$ cat config.mk
export PLATFORM = sky130hd
export DESIGN_NAME = register_tree_kv
export DESIGN_NICKNAME = d
export VERILOG_FILES = /design/src/rtl/register_tree_kv.sv
export SDC_FILE = /design/constraint.sdc
export NUM_CORES = 2
export LEC_CHECK = 0
export ABC_AREA = 1
export CAP_MARGIN = 0
export CORE_UTILIZATION = 64
export CTS_CLUSTER_SIZE = 25
export DETAILED_ROUTE_END_ITERATION = 10
export PLACE_DENSITY = 0.81
export SETUP_SLACK_MARGIN = 0.2
export SYNTH_ARGS = -nofsm -noshare
export SYNTH_HDL_FRONTEND = slang
export SYNTH_SLANG_ARGS = --single-unit
export TNS_END_PERCENT = 5
$ cat constraint.sdc
create_clock -name i_CLK -period 4.55 [get_ports i_CLK]
set_clock_uncertainty 0.1 [all_clocks]
set_input_delay 0.6825 -clock i_CLK [delete_from_list [all_inputs] [get_ports i_CLK]]
set_output_delay 0.6825 -clock i_CLK [all_outputs]
set_load 0.02 [all_outputs]
$ cat src/rtl/register_tree_kv.sv
// register_tree_kv: key/value priority queue held in unsorted flat slots.
// A comparator tree, registered one level per cycle, picks the top entry.
// Outputs hold their last settled value while the tree is recomputing.
module register_tree_kv #(
  parameter int   QUEUE_SIZE = 15,
  parameter int   KEY_WIDTH  = 16,
  parameter int   VAL_WIDTH  = 8,
  parameter logic MIN_FIRST  = 1'b0,
  parameter logic ENQ_ENA    = 1'b1
) (
  input  logic                               i_CLK,
  input  logic                               i_RSTn,
  input  logic                               i_wrt,
  input  logic                               i_read,
  input  logic [KEY_WIDTH-1:0]               i_key,
  input  logic [VAL_WIDTH-1:0]               i_val,
  output logic                               o_full,
  output logic                               o_empty,
  output logic                               o_busy,
  output logic [KEY_WIDTH-1:0]               o_key,
  output logic [VAL_WIDTH-1:0]               o_val,
  output logic [$clog2(QUEUE_SIZE+1)-1:0]    o_count,
  output logic                               o_drop
);

  localparam int LEVELS = ($clog2(QUEUE_SIZE) < 1) ? 1 : $clog2(QUEUE_SIZE);
  localparam int CW     = $clog2(QUEUE_SIZE + 1);
  localparam int LEAVES = 1 << LEVELS;
  localparam int NINT   = LEAVES - 1;      // internal nodes, index 0 is the root
  localparam int NODES  = 2 * LEAVES - 1;  // heap layout: children of n are 2n+1, 2n+2

  typedef struct packed {
    logic                 vld;
    logic [KEY_WIDTH-1:0] key;
    logic [VAL_WIDTH-1:0] val;
    logic [LEVELS-1:0]    idx;
  } node_t;

  // Left operand always covers lower slot indices, so ties keep it.
  function automatic node_t pick(node_t a, node_t b);
    logic a_wins;
    if (!a.vld) return b;
    if (!b.vld) return a;
    a_wins = MIN_FIRST ? (a.key <= b.key) : (a.key >= b.key);
    return a_wins ? a : b;
  endfunction

  logic [KEY_WIDTH-1:0] slot_key [QUEUE_SIZE];
  logic [VAL_WIDTH-1:0] slot_val [QUEUE_SIZE];
  logic [CW-1:0]        count;
  logic [CW-1:0]        last;
  logic [LEVELS-1:0]    top_idx;
  logic [LEVELS:1]      vld_pipe;
  node_t                tree_q [NINT];
  node_t                leaf   [LEAVES];
  node_t                nd     [NODES];
  node_t                root;
  logic [KEY_WIDTH-1:0] mv_key;
  logic [VAL_WIDTH-1:0] mv_val;
  logic                 req, do_enq, do_rep, do_deq, accept;

  assign o_count = count;
  assign o_full  = (count == CW'(QUEUE_SIZE));
  assign o_empty = (count == '0);
  assign o_busy  = |vld_pipe;
  assign last    = count - 1'b1;

  // Replace on an empty queue is an enqueue and ignores ENQ_ENA.
  assign req    = i_wrt | i_read;
  assign do_enq = ~o_busy & i_wrt & ((~i_read & ENQ_ENA & ~o_full) | (i_read & o_empty));
  assign do_rep = ~o_busy & i_wrt & i_read & ~o_empty;
  assign do_deq = ~o_busy & ~i_wrt & i_read & ~o_empty;
  assign accept = do_enq | do_rep | do_deq;

  // Leaves: one per slot, padding leaves are permanently invalid.
  for (genvar gi = 0; gi < LEAVES; gi++) begin : g_leaf
    if (gi < QUEUE_SIZE) begin : g_real
      assign leaf[gi] = '{vld: (CW'(gi) < count), key: slot_key[gi],
                          val: slot_val[gi], idx: LEVELS'(gi)};
    end else begin : g_pad
      assign leaf[gi] = '0;
    end
  end

  // Flatten registered internal nodes and leaves into one heap array.
  always_comb begin
    for (int n = 0; n < NINT; n++) nd[n] = tree_q[n];
    for (int i = 0; i < LEAVES; i++) nd[NINT+i] = leaf[i];
  end

  // Last tree level is combinational and lands directly in the output register.
  assign root = pick(nd[1], nd[2]);

  // Entry being moved into the vacated top slot on dequeue.
  always_comb begin
    mv_key = '0;
    mv_val = '0;
    for (int i = 0; i < QUEUE_SIZE; i++)
      if (CW'(i) == last) begin
        mv_key = slot_key[i];
        mv_val = slot_val[i];
      end
  end

  // Slot storage, occupancy and drop pulse.
  always_ff @(posedge i_CLK or negedge i_RSTn) begin
    if (!i_RSTn) begin
      count  <= '0;
      o_drop <= 1'b0;
      for (int i = 0; i < QUEUE_SIZE; i++) begin
        slot_key[i] <= '0;
        slot_val[i] <= '0;
      end
    end else begin
      o_drop <= req & ~accept;
      if (do_enq)      count <= count + 1'b1;
      else if (do_deq) count <= count - 1'b1;
      for (int i = 0; i < QUEUE_SIZE; i++) begin
        if (do_enq && CW'(i) == count) begin
          slot_key[i] <= i_key;
          slot_val[i] <= i_val;
        end
        if (do_rep && LEVELS'(i) == top_idx) begin
          slot_key[i] <= i_key;
          slot_val[i] <= i_val;
        end
        if (do_deq) begin
          if (LEVELS'(i) == top_idx) begin
            slot_key[i] <= mv_key;
            slot_val[i] <= mv_val;
          end
          // Clear after the move so removing the last slot leaves zeros.
          if (CW'(i) == last) begin
            slot_key[i] <= '0;
            slot_val[i] <= '0;
          end
        end
      end
    end
  end

  // Free-running tree levels; storage is frozen while busy so each level settles in turn.
  always_ff @(posedge i_CLK or negedge i_RSTn) begin
    if (!i_RSTn) begin
      for (int n = 0; n < NINT; n++) tree_q[n] <= '0;
    end else begin
      for (int n = 0; n < NINT; n++) tree_q[n] <= pick(nd[2*n+1], nd[2*n+2]);
    end
  end

  // Busy shift register; outputs update only when the root is final.
  always_ff @(posedge i_CLK or negedge i_RSTn) begin
    if (!i_RSTn) begin
      vld_pipe <= '0;
      o_key    <= '0;
      o_val    <= '0;
      top_idx  <= '0;
    end else begin
      vld_pipe[1] <= accept;
      for (int k = 2; k <= LEVELS; k++) vld_pipe[k] <= vld_pipe[k-1];
      if (vld_pipe[LEVELS]) begin
        o_key   <= root.vld ? root.key : '0;
        o_val   <= root.vld ? root.val : '0;
        top_idx <= root.vld ? root.idx : '0;
      end
    end
  end

endmodule

# == After elaboration in Yosys (flattened, before gate mapping) ==
# Cells that the tools add are included.
# word_totals
input_bits,28
reg_bits,803
word_cells,509
out_inout_bits,32
# classes
n_mux,287
n_bitwise,20
n_reduce_logical,35
eq_ne,43
order_cmp,30
addsub,2
# ops
operator,count
2-to-1 mux 29 bit,73
2-to-1 mux 16 bit,91
2-to-1 mux 8 bit,91
>= comparator 16 bit,14
equality test 4 bit (first input constant),21
equality test 3 x 4 -> 1 bit (first input constant),12
logical AND 1 bit,30
2-to-1 mux 1 bit,29
< comparator 4 bit (first input constant),7
equality test 2 x 4 -> 1 bit (first input constant),6
>= comparator 16 x 1 -> 1 bit (second input constant),1
< comparator 3 x 4 -> 1 bit (first input constant),4
equality test 1 x 4 -> 1 bit (first input constant),3
logical NOT 4 bit,3
2-to-1 mux 4 bit,3
bitwise AND 1 bit,10
< comparator 1 x 4 -> 1 bit (first input constant),2
< comparator 2 x 4 -> 1 bit (first input constant),2
NOT 1 bit,6
adder 4 x 1 -> 4 bit (second input constant),1
equality test 4 bit (second input constant),1
OR 1 bit,4
OR reduction 4 bit,1
subtractor 4 x 1 -> 4 bit (second input constant),1
nonzero test 2 bit,1

# == Longest topological paths before layout ==
# logic_depth
ltp_word,20
depth_mapped,26
depth_no_buf,23

# == Worst setup path after synthesis ==
# OpenSTA, ideal clock, no wires.
# synth_timing
kind,register -> register
startpoint,reg count[1] (netlist: o_count[1])
endpoint,reg slot_key (netlist bit leaf[403])
t_arrival_ps,3170
setup_ps,133
path_slack_ps,1147
path_stages_with_launch,26
period_less_slack_ps,3403
required_time_ps,4317
cell_sequence,dfrtp_1 -> inv_1 -> ha_1 -> buf_6 -> xnor2_4 -> inv_4 -> nor3_4 -> buf_4 -> a21oi_1 -> nand2_1 -> nand4_1 -> nand2_1 -> nand2_1 -> nand2_1 -> nand3_1 -> nand3_1 -> nand2_1 -> nand2_1 -> nand2_1 -> nand2_1 -> nand2_1 -> nand2_2 -> buf_2 -> nand2_1 -> nand3_1 -> o21ai_0
# synth_via
elab_chain_cells,20
elab_cells_between_ends,49
# synth_lines
item,line_no,rtl
"start, declared",50,logic [CW-1:0] count;
"start signal, assigned",116,if (do_enq) count <= count + 1'b1;
"start signal, assigned",117,else if (do_deq) count <= count - 1'b1;
subtractor 4 x 1 -> 4 bit,66,assign last = count - 1'b1;
logical NOT 4 bit,99,if (CW'(i) == last) begin
2-to-1 mux 16 bit (15 in series),99,
2-to-1 mux 16 bit,128,if (LEVELS'(i) == top_idx) begin
2-to-1 mux 16 bit,133,if (CW'(i) == last) begin
2-to-1 mux 16 bit *,127,if (do_deq) begin
"end signal, assigned by index",120,slot_key[i] <= i_key;
"end signal, assigned by index",124,slot_key[i] <= i_key;
"end signal, assigned by index",129,slot_key[i] <= mv_key;
"end, declared",48,logic [KEY_WIDTH-1:0] slot_key [QUEUE_SIZE];
# Every way passes the cells marked *; elsewhere a longest branch is shown, timed or not.
# A chain may end at the register's enable or synchronous reset.

# == Worst setup path after layout ==
# layout_timing
startpoint,reg count[0] (netlist: o_count[0])
endpoint,reg slot_val (netlist bit leaf[127])
# layout_via
elab_chain_cells,20
elab_cells_between_ends,49
# layout_lines
item,line_no,rtl
subtractor 4 x 1 -> 4 bit,66,
logical NOT 4 bit,99,
2-to-1 mux 8 bit (15 in series),99,
2-to-1 mux 8 bit,128,
2-to-1 mux 8 bit,133,
2-to-1 mux 8 bit *,127,
"end signal, assigned by index",121,slot_val[i] <= i_val;
"end signal, assigned by index",125,slot_val[i] <= i_val;
"end signal, assigned by index",130,slot_val[i] <= mv_val;
"end, declared",49,logic [VAL_WIDTH-1:0] slot_val [QUEUE_SIZE];
# Marks and branches as above.

==> impl_metrics.yaml <==
floorplanning:
  fp.dieW_microns: 271
  dieArea_sq_um: 73300
  die_h_microns: 271
  start_util_pct: 64.7
  row_count: 98
  coreArea_sq_um: 71500
  pin_count: 60
sta:
  worst_slew_pin_slew_ps: 1240
  period_share_pct: 92.7
  min_period_ps: 4220
  slew_viol_final: 0
  finalHoldViolCount: 3
  holdWs_ps: -16.2
  rsz0062_at_grt: "no"
  tns_ps: 0
  finalSetupViolations: 0
  maxSlewHeadroom_pct: 16.9
  timing.fmax_mhz: 237
power_and_ir_drop:
  finalPower_mw: 32.9
  power_density_nw_per_um2: 647
  p_leak_nw: 22.1
  ir_drop_mv: 0.887
setup_path:
  endpoint_kind: "flip-flop"
  start_kind: "flip-flop"
  crit_start: "o_count[0]"
  r2r-start: "o_count[0]"
  critPathKind: "reg -> reg"
  cp_max_fo: 35
  timing.critical_path.mode_cell: "nand2_1"
  cp.required_ps: 5020
  worstRegToRegCells: 13
  crit_chain: "inv_2, ha_1, nand2_1, nor2_1, buf_4, nor2_1, nand2_1, o21ai_4, buf_4, nand2_1, o21ai_0, nand2_1, a21oi_1"
  max_stage_delay_ps: 1070
  cp.arrival_ps: 4690
  cp_slowest_cell: "o21ai_4"
routing:
  ant_nets: 0
  routed_wl_microns: 158000
  via_per_inst: 6.04
  num_vias: 45500
  drc: 0
  dr.pass1.iters: 9
  drtIter0Drc: 6378
  wl_per_cell_microns: 21.0
job:
  max_cap_violations: 0
global_routing:
  antenna_found_initial: 14
  grt_pass1_wl_microns: 244000
  grt_start_max_net_pins: 112
  grt_overflow: 0
  grt_use_total_pct: 43.4
  grt_pass1_vias: 43200
synthesis:
  ys_seq_area_share_pct: 41.8
  ys_seq_elements: 773
  synth_edf_count: 0
  avgSynthCellArea_sq_um: 6.98
  synth_flop_cell: "dfrtp_1"
  synth.net_count: 6881
  syn-cell-area_sq_um: 46200
  syn_inst: 6622
  synth_warnings: 0
  synthArstFlopShare_pct: 100
  synth_cell_types: 47
cts:
  cts_htree_levels: 3
  numCtsBuffers: 84
  insertion_delay_ps: 680
  path_clk_slew_ps: 60
  cts_root_buf: "clkbuf_16"
  clockBufferDepth: 3
  postCtsSetupBuffers: 0
  cts_tree: "done"
  cts_sinks: 773
  ctsResizeCount: 0
cells_and_area:
  n_fill_cell: 5705
  area_growth_pct: 10.2
  final_common_cell: "nand2_1"
  final_layout_size_suffix_gt1_share_pct: 5.87
  nets: 6769
  final_cell_mix: "nand2_1 (2213), inv_1 (778), dfrtp_1 (773)"
place:
  globalplace.congestion: 0.967
  io_buffers: 59
  dpl.hpwl_microns: 109000
hold_path:
  hp-class: "in -> async"
outcome:
  violations: "negative hold slack"
  status: "complete, but fails checks"
[timing repair]
item,4_1_cts,5_1_grt
hold buffers,0,0
endpoints found under the hold margin,0,0
setup endpoints to repair,0,1
[worst max-delay path, delay by kind of cell, from the launching register on]
family	cells	cell delay (ps)
simple gates	6	1050
flops	1	510
buf+inv	3	710
compound gates	3	1400
fa+ha+maj	1	340
[per-layer routing]
metal | track usage, % | wire, microns | vias up | part of all wire, %
met3 | 10.3 | 20800 | 709 | 13
met1 | 57.1 | 57600 | 21000 | 36
met4 | 27.6 | 11500 | 14 | 7.2
li1 | - | - | 20600 | -
met5 | 0 | 106 | - | 0.067
met2 | 64.6 | 68400 | 3148 | 43
[synthesized netlist by cell type, drive strengths merged (31+ instances only)]
cell type | instances | share of area [%]
a21oi | 542 | 5.9
buf | 130 | 1.7
clkbuf | 281 | 2.3
dfrtp | 773 | 42
ha | 231 | 6.3
inv | 786 | 6.4
nand2 | 2239 | 18
nand3 | 112 | 1.2
nor2 | 541 | 4.5
nor3 | 37 | 0.46
o21ai | 795 | 8.6
o32ai | 31 | 0.59
[kinds of logic after synthesis]
kind of cell,Yosys count,synth area share [%]
buffers and inverters,1202,10.4
adders and majority gates,231,6.25
other,1,0.00811
AOI/OAI and AO/OA,1465,16.7
and+or+nand+nor,2948,24.7
DFF,773,41.8
xor gates and xnor gates,2,0.0785
[where the power goes]
group          switching (mW)  total [mW]  internal (mW)
clock                    3.03        7.52           4.50
combinational            12.8        17.1           4.32
sequential              0.595        8.34           7.75
total                    16.4        32.9           16.6
[worst paths after layout]
check	end	slack (ps)
max in group asynchronous	nd[549]	3250
setup / recovery	leaf[127]	330
min in group i_CLK	vld_pipe[2]	300
setup reg to reg	leaf[127]	330
hold reg to reg	vld_pipe[2]	300
hold / removal	o_key[3]	-20
[sequential cells by signal, indices dropped and copies added, names as in the netlist]
register / flops
o_val: 8
o_drop: 1
leaf: 360
top_idx: 4
o_count: 4
vld_pipe: 4
nd: 376
o_key: 16
[stage by stage]
| step | util, % | instance area (sq um) | setup slack, ps | cells |
|---|---|---|---|---|
| 6_report | 71.3 | 50900 | 332 | 7524 |
| 5_1_grt | 71.3 | 50900 | 221 | 7523 |
| 4_1_cts | 71.3 | 50900 | 510 | 7523 |
| 3_5_place_dp | 67.1 | 47900 | 489 | 7374 |
| 3_3_place_gp | 67.1 | 47900 | 603 | 7374 |
| 2_1_floorplan | - | 46200 | 1150 | 6622 |
[layout make-up]
cell class | instances | area (sq um) | area share (%)
Timing Repair Buffer | 213 | 1990 | 3.90
Sequential cell | 773 | 19300 | 38.0
Inverter | 791 | 2970 | 5.83
Clock inverter | 37 | 613 | 1.20
Clock buffer | 112 | 2390 | 4.69
Antenna cell | 1 | 2.50 | 0.00491
Multi-Input combinational cell | 4647 | 22500 | 44.1
Tap cell | 950 | 1190 | 2.33
(Power assumes the default switching activity.)
